$ cat config.mk
export PLATFORM = sky130hd
export DESIGN_NAME = if_stage
export DESIGN_NICKNAME = d
export VERILOG_FILES = /design/src/rtl/if_stage.sv
export SDC_FILE = /design/constraint.sdc
export NUM_CORES = 1
export LEC_CHECK = 0
export CAP_MARGIN = 15
export CORE_MARGIN = 2
export CORE_UTILIZATION = 50
export CTS_CLUSTER_DIAMETER = 50
export CTS_CLUSTER_SIZE = 30
export DETAILED_ROUTE_END_ITERATION = 7
export HOLD_SLACK_MARGIN = 0.08
export PLACE_DENSITY = 0.76
export SLEW_MARGIN = 40
export SYNTH_ARGS = -nofsm -noshare
export SYNTH_HDL_FRONTEND = slang
export SYNTH_SLANG_ARGS = --single-unit
$ cat constraint.sdc
create_clock -name clk -period 4.04 [get_ports clk]
set_clock_uncertainty 0.05 [all_clocks]
set_input_delay 0.808 -clock clk [delete_from_list [all_inputs] [get_ports clk]]
set_output_delay 0.808 -clock clk [all_outputs]
set_load 0.02 [all_outputs]
$ cat src/rtl/if_stage.sv
// Instruction-fetch stage: owns the PC, fetches words over a req/ready handshake
// and presents them to IF/ID through a one-entry skid buffer; handles EX redirects.
module if_stage #(
  parameter logic [31:0] RESET_PC = 32'h0000_0000
) (
  input  logic        clk,
  input  logic        rst,
  input  logic        stall_i,
  input  logic        br_i,
  input  logic [31:0] br_target_i,
  output logic        mem_req_o,
  output logic [31:0] mem_addr_o,
  input  logic        mem_ready_i,
  input  logic [31:0] mem_rdata_i,
  output logic [31:0] if_pc_o,
  output logic [31:0] if_inst_o,
  output logic        if_valid_o
);

  typedef enum logic [1:0] {IDLE, FETCH, HOLD} state_t;

  state_t      state, state_nxt;
  logic [31:0] pc, pc_nxt;
  logic [31:0] redir_pc, redir_pc_nxt;
  logic        kill, kill_nxt;
  logic [31:0] skid_pc, skid_pc_nxt;
  logic [31:0] skid_inst, skid_inst_nxt;
  logic [31:0] if_pc_nxt, if_inst_nxt;
  logic        if_valid_nxt;
  logic        slot_free, consume;

  // Sequential PC advance; wraps naturally at the top of the address space.
  function automatic logic [31:0] pc_inc(input logic [31:0] p);
    return p + 32'd4;
  endfunction

  assign mem_req_o  = (state == FETCH);
  assign mem_addr_o = pc;
  assign slot_free  = !if_valid_o || !stall_i;
  assign consume    = if_valid_o && !stall_i;

  always_comb begin
    state_nxt     = state;
    pc_nxt        = pc;
    redir_pc_nxt  = redir_pc;
    kill_nxt      = kill;
    skid_pc_nxt   = skid_pc;
    skid_inst_nxt = skid_inst;
    if_pc_nxt     = if_pc_o;
    if_inst_nxt   = if_inst_o;
    if_valid_nxt  = if_valid_o;
    case (state)
      IDLE: begin
        state_nxt = FETCH;
        pc_nxt    = RESET_PC;
      end
      FETCH: begin
        if (br_i) begin
          if_valid_nxt  = 1'b0;
          if_pc_nxt     = '0;
          if_inst_nxt   = '0;
          skid_pc_nxt   = '0;
          skid_inst_nxt = '0;
          if (mem_ready_i) begin
            pc_nxt   = br_target_i;
            kill_nxt = 1'b0;
          end else begin
            // Outstanding request must finish at its old address; its data is dropped.
            redir_pc_nxt = br_target_i;
            kill_nxt     = 1'b1;
          end
        end else if (mem_ready_i) begin
          if (kill) begin
            pc_nxt   = redir_pc;
            kill_nxt = 1'b0;
            if (consume) if_valid_nxt = 1'b0;
          end else if (slot_free) begin
            if_pc_nxt    = pc;
            if_inst_nxt  = mem_rdata_i;
            if_valid_nxt = 1'b1;
            pc_nxt       = pc_inc(pc);
          end else begin
            skid_pc_nxt   = pc;
            skid_inst_nxt = mem_rdata_i;
            pc_nxt        = pc_inc(pc);
            state_nxt     = HOLD;
          end
        end else if (consume) begin
          if_valid_nxt = 1'b0;
        end
      end
      HOLD: begin
        if (br_i) begin
          if_valid_nxt  = 1'b0;
          if_pc_nxt     = '0;
          if_inst_nxt   = '0;
          skid_pc_nxt   = '0;
          skid_inst_nxt = '0;
          pc_nxt        = br_target_i;
          state_nxt     = FETCH;
        end else if (consume) begin
          if_pc_nxt   = skid_pc;
          if_inst_nxt = skid_inst;
          state_nxt   = FETCH;
        end
      end
      default: state_nxt = IDLE;
    endcase
  end

  always_ff @(posedge clk) begin
    if (rst) begin
      state      <= IDLE;
      pc         <= RESET_PC;
      redir_pc   <= '0;
      kill       <= 1'b0;
      skid_pc    <= '0;
      skid_inst  <= '0;
      if_pc_o    <= '0;
      if_inst_o  <= '0;
      if_valid_o <= 1'b0;
    end else begin
      state      <= state_nxt;
      pc         <= pc_nxt;
      redir_pc   <= redir_pc_nxt;
      kill       <= kill_nxt;
      skid_pc    <= skid_pc_nxt;
      skid_inst  <= skid_inst_nxt;
      if_pc_o    <= if_pc_nxt;
      if_inst_o  <= if_inst_nxt;
      if_valid_o <= if_valid_nxt;
    end
  end

endmodule
# Word level (Yosys, flattened, before mapping)
# Index checks and enable logic that the tools add are counted.
# word_totals
ff_bits	196
inputBits	69
output_inout_bits	98
wordCells	87
# classes
add_sub_neg	1
n_eq_ne	13
n_mux	48
n_bitwise	1
reduce_logical	15
# ops
cell	n
$mux W32	26
$pmux W32 S2	4
$pmux W32 S3	1
$add A32 B3 Y32 const B	1
$reduce_and A5 Y1	3
$mux W2	6
$mux W1	9
$ne A3 B3 Y1 const B	3
$reduce_and A3 Y1	3
$ne A2 B2 Y1 const B	4
$ne A3 B2 Y1 const B	2
$pmux W2 S3	1
$ne A5 B3 Y1 const B	1
$reduce_bool A2 Y1	2
$reduce_bool A3 Y1	1
$eq A2 B1 Y1 const B	1
$eq A2 B2 Y1 const B	1
$logic_not A1 Y1	2
$logic_not A2 Y1	1
$ne A2 B1 Y1 const B	1
$pmux W1 S2	1
$reduce_and A2 Y1	1
$logic_and A1 B1 Y1	1
$logic_or A1 B1 Y1	1
$not A1 Y1	1

# Depth between registers and ports, before layout
# Gate-level depths: netlist of the first run.
# depth
ltp_word	7
ltp_mapped	10
depth_no_buf	7

# Worst setup path before layout of the first run
# OpenSTA, ideal clock, no wires.
# synth_timing
path_kind	in2reg
from	in br_i
to	reg pc[20] (netlist: mem_addr_o[20])
setup_ns	0.079
arrival_time_ns	2.137
t_required_ns	3.911
slack_ns	1.774
cell_stages	5
path_buffers	1
cell_sequence	buf_4 -> nor2b_1 -> or4_4 -> or4_1 -> o211ai_1
# synth_via
elab_chain_cells	2
elab_cells_between_ends	4
cone_classes	1 x eq/ne; 2 x mux; 1 x reduce/logical
# synth_lines
item	line	rtl
start, declared	9	input logic br_i,
$mux W32 / $ne A2 B2 Y1 (equally long branches)	--	
$pmux W32 S3 / $reduce_and A3 Y1 (equally long branches)	--	
end signal, assigned	124	pc <= pc_nxt;
end, declared	23	logic [31:0] pc, pc_nxt;
# Parallel ways exist; a longest one is shown, timed or not.
# A chain may end at the register's enable or synchronous reset.

# Final worst setup path of the first run
# layout_timing
from	reg state[1]
to	out mem_req_o
# layout_via
elab_chain_cells	1
# layout_lines
item	line	rtl
start, declared	22	state_t state, state_nxt;
start signal, assigned	123	state <= state_nxt;
$eq A2 B1 Y1	37	assign mem_req_o = (state == FETCH);
end, declared	11	output logic mem_req_o,
# Every way passes these cells.

==> impl_metrics.yaml, run 1 <==
clock_network:
  h-tree-depth: 4
  clk_latency_ns: 0.44
  cts_tree: "done"
  cts_buffers: 17
  clk_pin_slew_worst_paths_ns: 0.07
  root_buffer: "clkbuf_16"
  cts_buffer_depth: 2
  clock_sinks: 196
  hold_buffers: 0
  post_cts_buffers: 0
  cts-resized-gates: 0
run_status:
  status: "finished, final reports clean"
critical_path:
  r2r-end: "mem_addr_o[17]"
  arrival_ns: 2.29
  cp_slowest_stage_delay_ns: 0.64
  crit_path_max_fanout: 17
  r2r-start: "state[1]"
  worst_r2r_path_depth: 6
  start_kind: "register"
  reg2reg_setup_slack_ns: 1.36
  cp.required_ns: 3.18
  slowest_stage: "clkdlybuf4s50_1"
  path_class: "reg2out"
  end_kind: "output pin"
  path_cells: "inv_1 > ha_1 > buf_4 > clkdlybuf4s50_1"
timing:
  rsz0062_at_grt: "false"
  period_needed_ns: 3.152
  hold_slack_ns: 0.4000
  slew_violations: 0
  setup_tns_ns: 0
  hold_viol_final: 0
  max_freq_ghz: 0.3172
  finalCritPeriodShare_pct: 78.03
  finalSetupViolCount: 0
  slew_headroom_pct: 49.25
  worstMarginPinSlew_ns: 0.7584
synth:
  synthCells: 1141
  synth_top_area_share_pct: 41.86
  async_reset_ff_share_pct: 0
  synth_xor_area_share_pct: 0.8410
  synth-simple-area-share_pct: 24.71
  ys_seq_elements: 196
  synth-compound-area-share_pct: 19.17
  synth_fa_ha_area_share_pct: 0.6675
  yosysSeqAreaShare_pct: 41.86
  synth.area.mux_share_pct: 7.182
  yosys_warnings: 0
  syn_avg_cell_area_um2: 8.214
  synth.distinct_cells: 63
  synth_top_family_by_area: "simple AND/OR/NAND/NOR gates"
  synth_edf_count: 0
  synthesis.nets: 1215
  synth_top_area_cell: "dfxtp_1"
  syn-cell-area_um2: 9373
  ys.flop_type: "dfxtp_1"
  synth_area_leaders: "dfxtp_1 42%, nand2_1 8.5%, mux2i_1 6.9%"
detailed_routing:
  firstDrtPassIters: 5
  viasPerCell: 5.935
  drcViolationCount: 0
  routed_wirelength_um: 26250
  wl_per_cell_um: 17.71
  ant_nets: 0
  drtIter0Drc: 722
  num_vias: 8796
power_and_ir_drop:
  combPwrFrac_pct: 25.9
  cellInternalPower_uw: 3354
  pwr-share-seq_pct: 42.9
  vdd_drop_max_uv: 538.1
  p_sw_uw: 1733
  total_power_uw: 5087
  powerDensity_nw_per_um2: 439.5
  netSwitchingFraction_pct: 34.06
  power.share.clock_pct: 31.2
  p_leak_uw: 0.003666
die:
  rows: 50
  ioPinCount: 167
  core_area_um2: 18520
  initial_core_util_pct: 50.61
  dieWidth_um: 140.9
  die_h_um: 140.9
  die_area_um2: 19860
placement:
  dp_hpwl_um: 16910
  gp_congestion: 0.8738
  place_inst: 1450
  io_buffers: 166
finish:
  n_fill_cell: 1659
  drive_gt1_share_pct: 7.933
  mostFrequentLayoutCells: "211 x nand2_1, 195 x dfxtp_1, 164 x clkdlybuf4s50_1"
  fin_nets: 1310
  final_common_cell: "nand2_1"
  fin_cells: 1482
  diodes: 0
  area.growth.synth_to_final_pct: 23.50
hold_path:
  holdCritPathClass: "reg2reg"
  hp-start: "if_pc_o[0]"
  holdPathEnd: "if_pc_o[0]"
  worstHoldPathCells: 2
grt:
  grt_pass1_wl_um: 41230
  grt_pass1_vias: 7749
  grt_start_max_net_pins: 129
  antenna_found_initial: 0
  track_usage_pct: 25.77
  overflow: 0
flow_run:
  max-cap-violations: 0
-- cell usage after synthesis, types with 4 or more instances --
library cell	n
a21oi_1	118
buf_1	7
nand4_1	9
mux2i_1	65
a31o_2	28
nor2_1	27
nor3_1	7
dfxtp_1	196
nand4b_1	5
nand3_1	58
a22o_1	10
and2_1	5
and3_1	5
buf_2	22
clkbuf_8	4
nor2b_1	4
clkbuf_1	69
nor3b_1	30
nand2b_1	8
o22ai_1	4
a31oi_1	9
o211ai_1	9
o21ai_0	62
or3_1	70
nand2_1	211
xor2_1	7
a22oi_1	20
ha_1	5
inv_1	7
-- critical path: cells and delay by family (launching register included) --
kind	cells	cell delay, ns
buffers and inverters	3	1.05
DFF	1	0.36
adders and majority gates	1	0.45
-- worst max-delay path by stage --
stage	start	end	cells after the start
final	state[1]	mem_req_o	4
after global routing	state[1]	mem_req_o	4
after CTS	state[1]	mem_req_o	4
after detailed placement	mem_ready_i	skid_inst[24]	7
after global placement	mem_ready_i	skid_inst[17]	7
after floorplan	br_i	mem_addr_o[20]	5
-- flip-flops by register name, indices dropped and copies added (netlist names) --
name,flops
if_inst_o,32
if_pc_o,32
skid_pc,32
kill,1
mem_addr_o,32
if_valid_o,1
skid_inst,32
state,2
redir_pc,32
-- metal layers --
metal  wire [um]  vias up  global-route usage (%)
met4         745        0                   9.368
li1            -     4261                       -
met5           0        -                       0
met2       11820      334                   39.20
met1       11920     4141                   36.49
met3        1764       60                   4.959
-- layout make-up --
| class | count | area (um^2) | area share [%] |
|---|---|---|---|
| Clock inverter | 11 | 77.57 | 0.6702 |
| Tap cell | 234 | 292.8 | 2.529 |
| Inverter | 7 | 26.28 | 0.2270 |
| Timing Repair Buffer | 183 | 1832 | 15.83 |
| Sequential cell | 196 | 3925 | 33.91 |
| Multi-Input combinational cell | 831 | 4955 | 42.81 |
| Clock buffer | 20 | 466.7 | 4.032 |
-- cell families after synthesis --
kind of cell / Yosys count
AOI/OAI and AO/OA: 290
xor gates and xnor gates: 9
adders and majority gates: 5
buffers and inverters: 114
DFF: 196
muxes: 67
and+or+nand+nor: 460
-- metrics by stage --
step	setup slack (ns)	util, %	cell area [um^2]
after global routing	0.7645	62.51	11570
after global placement	0.9863	59.45	11010
after CTS	0.8907	62.40	11550
after floorplan	1.774	-	9373
after detailed placement	0.9200	59.46	11010
final	0.8877	62.51	11570
-- power by group through the flow --
stage	sequential, uW	combinational (uW)	clock [uW]
final	2180	1320	1590
after global placement	2220	1270	0
after detailed placement	2220	1290	0
after floorplan	2240	822	0
after global routing	2190	1440	1680
after CTS	2180	1290	1610
No activity file was read; power rests on OpenSTA's default activity.
==> run 2, diff against run 1 <==
--- a/config.mk
+++ b/config.mk
@@ -7,12 +7,12 @@
 export LEC_CHECK = 0
 export CAP_MARGIN = 15
 export CORE_MARGIN = 2
-export CORE_UTILIZATION = 50
+export CORE_UTILIZATION = 48
 export CTS_CLUSTER_DIAMETER = 50
 export CTS_CLUSTER_SIZE = 30
 export DETAILED_ROUTE_END_ITERATION = 7
 export HOLD_SLACK_MARGIN = 0.08
-export PLACE_DENSITY = 0.76
+export PLACE_DENSITY = 0.77
 export SLEW_MARGIN = 40
 export SYNTH_ARGS = -nofsm -noshare
 export SYNTH_HDL_FRONTEND = slang
==> constraint.sdc (replaced) <==
create_clock -name clk -period 2.7 [get_ports clk]
set_clock_uncertainty 0.05 [all_clocks]
set_input_delay 0.54 -clock clk [delete_from_list [all_inputs] [get_ports clk]]
set_output_delay 0.54 -clock clk [all_outputs]
set_load 0.02 [all_outputs]
==> run 2 against run 1 <==
Effect of this change: combinational power rose by 70%; final area rose by 3.4%; sequential power rose by 48%; clock power rose by 57%; critical path depth fell by 1; non-clock buffer count rose by 36; global-route usage fell by 0.32 points; register-to-register slack got worse by 1.1 ns; sequential share of layout area fell by 1.1 points; critical path type unchanged; largest power group unchanged.
==> impl_metrics.yaml, run 2 (synthesized netlist as in run 1, its figures left out) <==
run_status:
  status: "finished, final reports clean"
critical_path:
  arrival_ns: 1.93
  end_kind: "output pin"
  worst_r2r_path_depth: 6
  cp.required_ns: 2.11
  path_class: "reg2out"
  start_kind: "register"
  crit_path_max_fanout: 15
power_and_ir_drop:
  powerDensity_nw_per_um2: 665.4
  combPwrFrac_pct: 28.2
  pwr-share-seq_pct: 40.5
  p_leak_uw: 0.003887
  vdd_drop_max_uv: 496.6
  p_sw_uw: 2614
  netSwitchingFraction_pct: 32.81
  power.share.clock_pct: 31.4
  cellInternalPower_uw: 5353
die:
  die_area_um2: 20660
  initial_core_util_pct: 48.48
  rows: 51
  die_h_um: 143.7
  core_area_um2: 19330
  dieWidth_um: 143.7
  ioPinCount: 167
timing:
  rsz0062_at_grt: "false"
  period_needed_ns: 2.517
  hold_viol_final: 0
  slew_violations: 0
  setup_tns_ns: 0
  finalSetupViolCount: 0
  max_freq_ghz: 0.3973
  slew_headroom_pct: 52.03
  finalCritPeriodShare_pct: 93.22
  worstMarginPinSlew_ns: 0.7196
placement:
  io_buffers: 166
  place_inst: 1518
  dp_hpwl_um: 18020
  gp_congestion: 0.9434
  postPlaceCellArea_um2: 11390
finish:
  drive_gt1_share_pct: 10.35
  area.growth.synth_to_final_pct: 27.74
  fin_nets: 1346
  mostFrequentLayoutCells: "211 x nand2_1, 196 x dfxtp_1, 164 x clkdlybuf4s50_1"
  final_common_cell: "nand2_1"
  postLayoutCellArea_um2: 11970
  fin_cells: 1551
grt:
  antenna_found_initial: 0
  track_usage_pct: 25.45
  overflow: 0
  grt_start_max_net_pins: 134
  grt_pass1_vias: 8080
  grt_pass1_wl_um: 41560
clock_network:
  clk_pin_slew_worst_paths_ns: 0.07
  h-tree-depth: 4
  cts_tree: "done"
  cts_buffers: 17
  hold_buffers: 0
  clk_latency_ns: 0.44
  root_buffer: "clkbuf_16"
  cts_buffer_depth: 2
  clock_sinks: 196
detailed_routing:
  viasPerCell: 5.750
  wl_per_cell_um: 17.06
  drtIter0Drc: 681
  routed_wirelength_um: 26460
  drcViolationCount: 0
  ant_nets: 0
  num_vias: 8919
  firstDrtPassIters: 5
flow_run:
  max-cap-violations: 0
hold_path:
  holdCritPathClass: "reg2reg"
  worstHoldPathCells: 2
run 2: worst max-delay path, stage by stage (launching register included):
cell and delay [ns]:
dfxtp_1 0.36, inv_1 0.10, ha_2 0.36, clkdlybuf4s50_1 0.67
run 2: worst paths after layout:
kind / from / end / slack, ns
min: if_pc_o[22] / if_pc_o[22] / 0.40
max: state[1] / mem_req_o / 0.18
max reg2reg: state[1] / mem_addr_o[20] / 0.28
min reg2reg: if_pc_o[22] / if_pc_o[22] / 0.40
run 2: per-layer routing:
metal | up-vias | part of all wire [%] | global-route usage [%]
met5 | - | 0 | 0
met2 | 372 | 45 | 38.92
met1 | 4157 | 45 | 36.04
li1 | 4334 | - | -
met4 | 0 | 2.8 | 9.340
met3 | 56 | 7.4 | 4.365
run 2: what timing repair did:
action | in CTS | in global routing
endpoints found under the setup margin | 0 | 1
buffers inserted | 0 | 0
resized for setup | 0 | 1
run 2: area by class of cell:
type	instances	area (um^2)
Sequential cell	196	3924
Multi-Input combinational cell	831	4957
Tap cell	265	331.6
Fill cell	1672	7362
Timing Repair Buffer	219	2152
Antenna cell	1	2.502
Inverter	7	26.28
Clock buffer	21	450.4
Clock inverter	11	128.9
run 2: power by group through the flow:
| stage | clock (uW) | sequential, uW | combinational [uW] |
|---|---|---|---|
| 6_report | 2500 | 3220 | 2240 |
| 5_1_grt | 2660 | 3240 | 2440 |
| 4_1_cts | 2540 | 3220 | 2220 |
| 3_5_place_dp | 0 | 3280 | 2210 |
| 3_3_place_gp | 0 | 3280 | 2170 |
| 2_1_floorplan | 0 | 3350 | 1230 |
run 2: stage by stage:
stage               total power [uW]  worst slack (ns)  util (%)  hold WS, ns
global placement                5452            0.1676     58.90       0.3890
floorplan                       4576            0.5552         -       0.3812
detailed placement              5499            0.1043     58.90       0.3930
CTS                             7976           0.03258     61.90       0.4019
global route                    8335            0.1105     61.91       0.4143
finish                          7966            0.1831     61.92       0.3989
==> run 3, diff against run 2 <==
--- a/config.mk
+++ b/config.mk
@@ -6,7 +6,6 @@
 export NUM_CORES = 1
 export LEC_CHECK = 0
 export CAP_MARGIN = 15
-export CORE_MARGIN = 2
 export CORE_UTILIZATION = 48
 export CTS_CLUSTER_DIAMETER = 50
 export CTS_CLUSTER_SIZE = 30
==> run 3 against run 2 <==
Effect of this change: register-to-register slack lost 0.03 ns; final area shrank 0.14%; die area decreased by 2.8%; largest cell class unchanged; combinational power fell by 6%; via count is 0.17% higher; hold slack got worse by 0.058 ns; final cell count decreased by 0.39%; non-clock buffer count stayed put; sequential power hardly changed.
==> impl_metrics.yaml, run 3 (synthesized netlist as in run 1, its figures left out) <==
placement:
  io_buffers: 166
  gp_congestion: 0.9356
  dp_hpwl_um: 18470
detailed_routing:
  drcViolationCount: 0
  routed_wirelength_um: 27280
  firstDrtPassIters: 5
  dr_wl_met2_um: 12170
  viasPerCell: 5.783
  top_layer_used: "met4"
  wl_per_cell_um: 17.66
  drtIter0Drc: 697
  wl_met1_um: 11980
  num_vias: 8934
  met3_wirelength_um: 2359
  ant_nets: 0
power_and_ir_drop:
  combPwrFrac_pct: 26.1
  p_leak_uw: 0.003890
  netSwitchingFraction_pct: 32.71
  pwr-share-seq_pct: 40.0
  p_sw_uw: 2644
  cellInternalPower_uw: 5440
  powerDensity_nw_per_um2: 676.1
  vdd_drop_max_uv: 486.8
  power.share.clock_pct: 33.9
die:
  rows: 50
  initial_core_util_pct: 49.61
  core_area_um2: 18890
  die_h_um: 141.7
  dieWidth_um: 141.7
  ioPinCount: 167
  die_area_um2: 20090
clock_network:
  cts_buffer_depth: 2
  clk_latency_ns: 0.44
  cts_buffers: 17
  root_buffer: "clkbuf_16"
  hold_buffers: 0
  cts_tree: "done"
  h-tree-depth: 4
  cts-resized-gates: 2
  clock_sinks: 196
  post_cts_buffers: 0
  clk_pin_slew_worst_paths_ns: 0.07
grt:
  grt_start_max_net_pins: 90
  grt_pass1_wl_um: 42650
  antenna_found_initial: 0
  grt_pass1_vias: 8219
  overflow: 0
  track_usage_pct: 26.89
timing:
  hold_slack_ns: 0.3406
  hold_viol_final: 0
  slew_violations: 0
  rsz0062_at_grt: "false"
  max_freq_ghz: 0.4075
  period_needed_ns: 2.454
  worstMarginPinSlew_ns: 0.7936
  finalCritPeriodShare_pct: 90.89
  setup_tns_ns: 0
  slew_headroom_pct: 47.09
  finalSetupViolCount: 0
critical_path:
  arrival_ns: 2.76
  start_kind: "register"
  path_class: "reg2reg"
  end_kind: "register"
  cp.required_ns: 3.00
  crit_path_max_fanout: 11
finish:
  fin_nets: 1346
  final_common_cell: "nand2_1"
  drive_gt1_share_pct: 10.58
  mostFrequentLayoutCells: "211 x nand2_1, 196 x dfxtp_1, 163 x clkdlybuf4s50_1"
  diodes: 0
  area.growth.synth_to_final_pct: 27.57
run_status:
  status: "finished, final reports clean"
flow_run:
  max-cap-violations: 0
hold_path:
  holdCritPathClass: "in2reg"
[run 3: final cells by class]
class	count	area, um^2
Tap cell	260	325.3
Timing Repair Buffer	219	2088
Inverter	7	26.28
Clock buffer	18	439.2
Multi-Input combinational cell	831	4957
Fill cell	1676	6937
Sequential cell	196	3924
Clock inverter	14	196.4
[run 3: path summary, 6_finish.rpt]
kind                    from              to  slack [ns]  cells after the start
setup / recovery    state[1]  mem_addr_o[21]        0.25                      7
hold / removal           rst     redir_pc[5]        0.34                      2
setup reg to reg    state[1]  mem_addr_o[21]        0.25                      7
hold reg to reg   if_pc_o[0]      if_pc_o[0]        0.40                      2
[run 3: metal layers]
metal	GRT usage, %	up-vias
li1	-	4321
met1	36.35	4132
met2	41.02	403
met4	10.75	0
met3	6.649	78
met5	0	-
[run 3: worst max-delay path, stage by stage, from the launching register on]
cell and delay [ns]:
dfxtp_1 0.41, inv_1 0.09, ha_1 0.53, nand2b_1 0.14
or4_4 0.51, nor2_1 0.33, nand3_1 0.11, o221ai_1 0.19
[run 3: per-stage QoR]
step	worst slack (ns)	area, um^2	power (uW)	cells	util [%]
after detailed placement	0.1006	11320	5374	1513	59.91
after global placement	0.1404	11320	5333	1513	59.91
after floorplan	0.5552	9373	4576	1141	-
final	0.2460	11960	8083	1545	63.28
after global routing	0.1232	11960	8429	1545	63.28
after CTS	0.2818	11960	8095	1545	63.28
[run 3: power groups by stage]
stage          Combinational [uW]  Clock [uW]  Sequential [uW]
6_report                     2110        2740             3240
2_1_floorplan                1230           0             3350
3_5_place_dp                 2080           0             3300
5_1_grt                      2280        2890             3260
4_1_cts                      2080        2780             3230
3_3_place_gp                 2040           0             3290
